$ cat src/rtl/mem_port_arbiter.sv
// rtl/mem_port_arbiter.sv - serialises instruction-fetch and data accesses onto one single-ported memory
module mem_port_arbiter #(
  parameter int AW         = 6,
  parameter int LATENCY    = 1,
  parameter int MAX_STREAK = 4
) (
  input  logic          clk,
  input  logic          rst,
  input  logic          if_req,
  input  logic [31:0]   if_addr,
  output logic          if_valid,
  output logic [31:0]   if_rdata,
  input  logic          d_req,
  input  logic          d_we,
  input  logic [31:0]   d_addr,
  input  logic [31:0]   d_wdata,
  output logic          d_valid,
  output logic [31:0]   d_rdata,
  output logic          mem_en,
  output logic          mem_we,
  output logic [AW-1:0] mem_addr,
  output logic [31:0]   mem_wdata,
  input  logic [31:0]   mem_rdata,
  output logic          stall
);

  localparam logic [1:0] S_IDLE  = 2'd0;
  localparam logic [1:0] S_ISSUE = 2'd1;
  localparam logic [1:0] S_WAIT  = 2'd2;
  localparam logic [1:0] S_DONE  = 2'd3;

  logic [1:0] state;
  logic [3:0] streak;
  logic [3:0] wait_cnt;
  logic       win_fetch;
  logic       lat_we;
  logic       fetch_wins;

  // Data has priority unless fetch has been starved for MAX_STREAK grants.
  assign fetch_wins = if_req & (~d_req | (streak == 4'(MAX_STREAK)));

  always_ff @(posedge clk) begin
    if (rst) begin
      state     <= S_IDLE;
      streak    <= 4'd0;
      wait_cnt  <= 4'd0;
      win_fetch <= 1'b0;
      lat_we    <= 1'b0;
      mem_en    <= 1'b0;
      mem_we    <= 1'b0;
      mem_addr  <= '0;
      mem_wdata <= 32'd0;
      if_rdata  <= 32'd0;
      d_rdata   <= 32'd0;
    end else begin
      case (state)
        S_IDLE: begin
          if (if_req | d_req) begin
            state     <= S_ISSUE;
            mem_en    <= 1'b1;
            win_fetch <= fetch_wins;
            if (fetch_wins) begin
              lat_we    <= 1'b0;
              mem_we    <= 1'b0;
              mem_addr  <= if_addr[AW+1:2];
              mem_wdata <= 32'd0;
              streak    <= 4'd0;
            end else begin
              lat_we    <= d_we;
              mem_we    <= d_we;
              mem_addr  <= d_addr[AW+1:2];
              mem_wdata <= d_wdata;
              if (if_req)
                streak <= (streak < 4'(MAX_STREAK)) ? streak + 4'd1 : streak;
              else
                streak <= 4'd0;
            end
          end
        end
        S_ISSUE: begin
          state    <= S_WAIT;
          mem_en   <= 1'b0;
          mem_we   <= 1'b0;
          wait_cnt <= 4'(LATENCY - 1);
        end
        S_WAIT: begin
          if (wait_cnt == 4'd0) begin
            state <= S_DONE;
            // Read data lands on the last wait cycle; stores leave both rdata registers alone.
            if (!lat_we) begin
              if (win_fetch) if_rdata <= mem_rdata;
              else           d_rdata  <= mem_rdata;
            end
          end else begin
            wait_cnt <= wait_cnt - 4'd1;
          end
        end
        S_DONE:  state <= S_IDLE;
        default: state <= S_IDLE;
      endcase
    end
  end

  assign if_valid = (state == S_DONE) &  win_fetch;
  assign d_valid  = (state == S_DONE) & ~win_fetch;
  assign stall    = (if_req & ~if_valid) | (d_req & ~d_valid);

  logic unused_addr_bits;
  assign unused_addr_bits = ^{if_addr[31:AW+2], if_addr[1:0], d_addr[31:AW+2], d_addr[1:0]};

endmodule

$ cat config.mk
export PLATFORM = sky130hd
export DESIGN_NAME = mem_port_arbiter
export DESIGN_NICKNAME = d
export VERILOG_FILES = /design/src/rtl/mem_port_arbiter.sv
export SDC_FILE = /design/constraint.sdc
export NUM_CORES = 1
export LEC_CHECK = 0
export CELL_PAD_IN_SITES_DETAIL_PLACEMENT = 0
export CELL_PAD_IN_SITES_GLOBAL_PLACEMENT = 2
export CORE_ASPECT_RATIO = 0.8
export CORE_MARGIN = 8
export CORE_UTILIZATION = 23
export DETAILED_ROUTE_END_ITERATION = 12
export PLACE_DENSITY = 0.89
export REMOVE_ABC_BUFFERS = 1
export SYNTH_ARGS = -nofsm -noshare
export SYNTH_HDL_FRONTEND = slang
export SYNTH_SLANG_ARGS = --single-unit
$ cat constraint.sdc
create_clock -name clk -period 5.7 [get_ports clk]
set_input_delay 1.14 -clock clk [delete_from_list [all_inputs] [get_ports clk]]
set_output_delay 1.14 -clock clk [all_outputs]
set_load 0.03 [all_outputs]
==> results.json <==
{
  "outcome": "finished clean",
  "postCtsSetupRepairBufs": 0,
  "ys.flop_type": "dfxtp_1",
  "finalNetCount": 794,
  "p_clk_frac": 0.378,
  "ir_drop_uv": 206,
  "die_y_um": 139,
  "clk_pin_slew_ps": 60,
  "drtIter0Drc": 198,
  "cts_hold_buffers": 0,
  "setup_tns_ps": 0,
  "synth_fa_ha_area_frac": 0.0231,
  "finalHoldWorstSlack_ps": 454,
  "overflow": 0,
  "final-seq-area_um2": 2320,
  "setup_viol": 0,
  "power_density_nw_per_um2": 441,
  "max_cap_viol_count": 0,
  "h-tree-depth": 4,
  "cts_buffer_depth": 2,
  "finalHoldViolations": 0,
  "antenna_found_initial": 0,
  "ctsResizeCount": 0,
  "leakagePower_nw": 2.55,
  "p_switching_mw": 1.03,
  "place_congestion": 0.771,
  "switching_share": 0.331,
  "cts_tree": "built",
  "internal_power_mw": 2.09,
  "io_pins": 240,
  "combPwrFrac": 0.297,
  "layout_min_cycle_time_ps": 3860,
  "critPathRequiredTime_ps": 4560,
  "tightest_slew_ps": 926,
  "path_max_fanout": 7,
  "utilization": 0.378,
  "cts_made_buffers": 17,
  "critical_path_class": "primary input to primary output",
  "maxSlewHeadroom": 0.380,
  "arrival_ps": 2720,
  "yosysTopAreaCell": "dfxtp_1",
  "synth_top_family_by_area": "simple AND/OR/NAND/NOR gates",
  "drc": 0,
  "synth_seq_cells": 116,
  "cts.sinks": 116,
  "first_pass_iters": 4,
  "end_kind": "primary output",
  "vias": 3938,
  "slew_viol_final": 0,
  "synth.avg_cell_area_um2": 9.15,
  "synth_cells": 474,
  "min-delay-path-class": "flip-flop to flip-flop",
  "nFillCells": 1866,
  "synth_top_area_frac": 0.535,
  "multi_input_area_um2": 1830,
  "p_total_mw": 3.13,
  "ys_types": 35,
  "synthArstFlopShare": 0,
  "skew_ps": 8.75,
  "port_buffers": 187,
  "design.die.area_um2": 23500,
  "n_antenna_cell": 0,
  "synth_edf_count": 0,
  "clkLatencyLatePin_ps": 410,
  "synth_area_leaders": "dfxtp_1 (54%), nand2_1 (10%), a22o_1 (6.9%)",
  "area_delta_synth_final_pct": 63.4,
  "detail_route.wl_per_cell_um": 15.5,
  "grt_pass1_vias": 4169,
  "synth-xor-area-share": 0.00404,
  "power_frac_seq": 0.324,
  "synth_compound_area_frac": 0.179,
  "core-area_um2": 18700,
  "postRouteAntennaNets": 0,
  "hpwl_um": 10300,
  "die_w_um": 170,
  "vias_per_cell": 4.26,
  "max_freq_mhz": 259,
  "grt_pass1_wl_um": 22700,
  "rsz0062_at_grt": "false",
  "yosys_warnings": 0,
  "syn_area_um2": 4340,
  "drt-total-wl_um": 14300,
  "start_kind": "primary input",
  "grt_max_degree": 51,
  "start_util": 0.231,
  "drive_gt1_frac": 0.119,
  "synth-simple-area-share": 0.185,
  "synthMuxAreaShare": 0.0286,
  "row_count": 45,
  "fin_crit_sh": 0.678,
  "track_usage": 0.123,
  "ys_seq_area_frac": 0.535,
  "cts_root_buf": "clkbuf_16"
}
logic make-up (layout without fill, tap and decap cells):
kind of cell	after synthesis	after routing
xor+xnor	2	2
simple gates	176	176
fa+ha+maj	8	8
compound gates	117	117
flops	116	116
buf+inv	43	235
mux	12	12
critical path, stage by stage:
cell and delay [ps]:
clkdlybuf4s50_1 610, mux2i_1 110, a21oi_1 150, clkdlybuf4s50_1 710
synth_stat cells (6+ instances only):
cell      number
dfxtp_1      116
mux2i_1        9
clkbuf_1      26
ha_1           8
nor2_1        16
nand2_1      115
a211oi_1       6
inv_1          9
a21oi_2       10
a21oi_1       59
nand2_2       20
a22o_1        34
metrics by stage:
step	setup WS, ps	instances	instance area, µm²
2_1_floorplan	2850	440	4170
3_3_place_gp	1810	892	6430
3_5_place_dp	1860	892	6430
4_1_cts	1840	924	7080
5_1_grt	1760	924	7080
6_report	1840	924	7080
flip-flops by register name, summed over array words and instances, names as in the netlist:
signal     flops
state          2
d_rdata       32
streak         4
mem_en         1
lat_we         1
mem_wdata     32
mem_addr       6
win_fetch      1
wait_cnt       4
mem_we         1
if_rdata      32
worst paths after layout:
kind	slack [ps]	cells after the start	to	start
worst max register to register	3100	7	d_rdata[29]	wait_cnt[0]
worst min-delay path	450	2	d_rdata[27]	d_rdata[27]
worst max-delay path	1840	4	stall	if_req
worst min register to register	450	2	d_rdata[27]	d_rdata[27]
metal layers:
layer | vias to the layer above | GRT usage | wire length [µm]
li1 | 1952 | - | -
met1 | 1807 | 0.140 | 6260
met2 | 171 | 0.185 | 6150
met3 | 8 | 0.0785 | 1770
met4 | 0 | 0.0372 | 151
met5 | - | 0 | 0
power groups by stage:
stage                     sequential [mW]  combinational, mW  clock (mW)
final                                1.01              0.930        1.18
after global routing                 1.03               1.00        1.26
after CTS                            1.01              0.945        1.22
after floorplan                      1.23              0.305           0
after global placement               1.02              0.927           0
after detailed placement             1.03              0.941           0
final cells by class:
class,count,share of cell area
flip-flops and latches,116,0.328
clock buffers,17,0.0600
multi-input cells,315,0.259
repair buffers,194,0.271
well taps,258,0.0456
inverters,9,0.00477
clock inverters,15,0.0323
cells in the final DEF (no fill, tap or decap), drive strengths merged, types with 3 or more instances in the layout:
master,netlist,layout
nor2,16,16
nor3b,3,3
a211oi,6,6
inv,9,11
nor2b,4,4
clkdlybuf4s50,0,186
a22o,34,34
buf,8,8
dfxtp,116,116
nor3,3,3
bufinv,0,5
nand2,135,135
clkinv,0,4
a21oi,69,69
ha,8,8
mux2,3,3
mux2i,9,9
nand2b,3,3
clkinvlp,0,4
o21ai,5,5
clkbuf,26,17
Note: power is estimated with default switching activity, not from simulation.
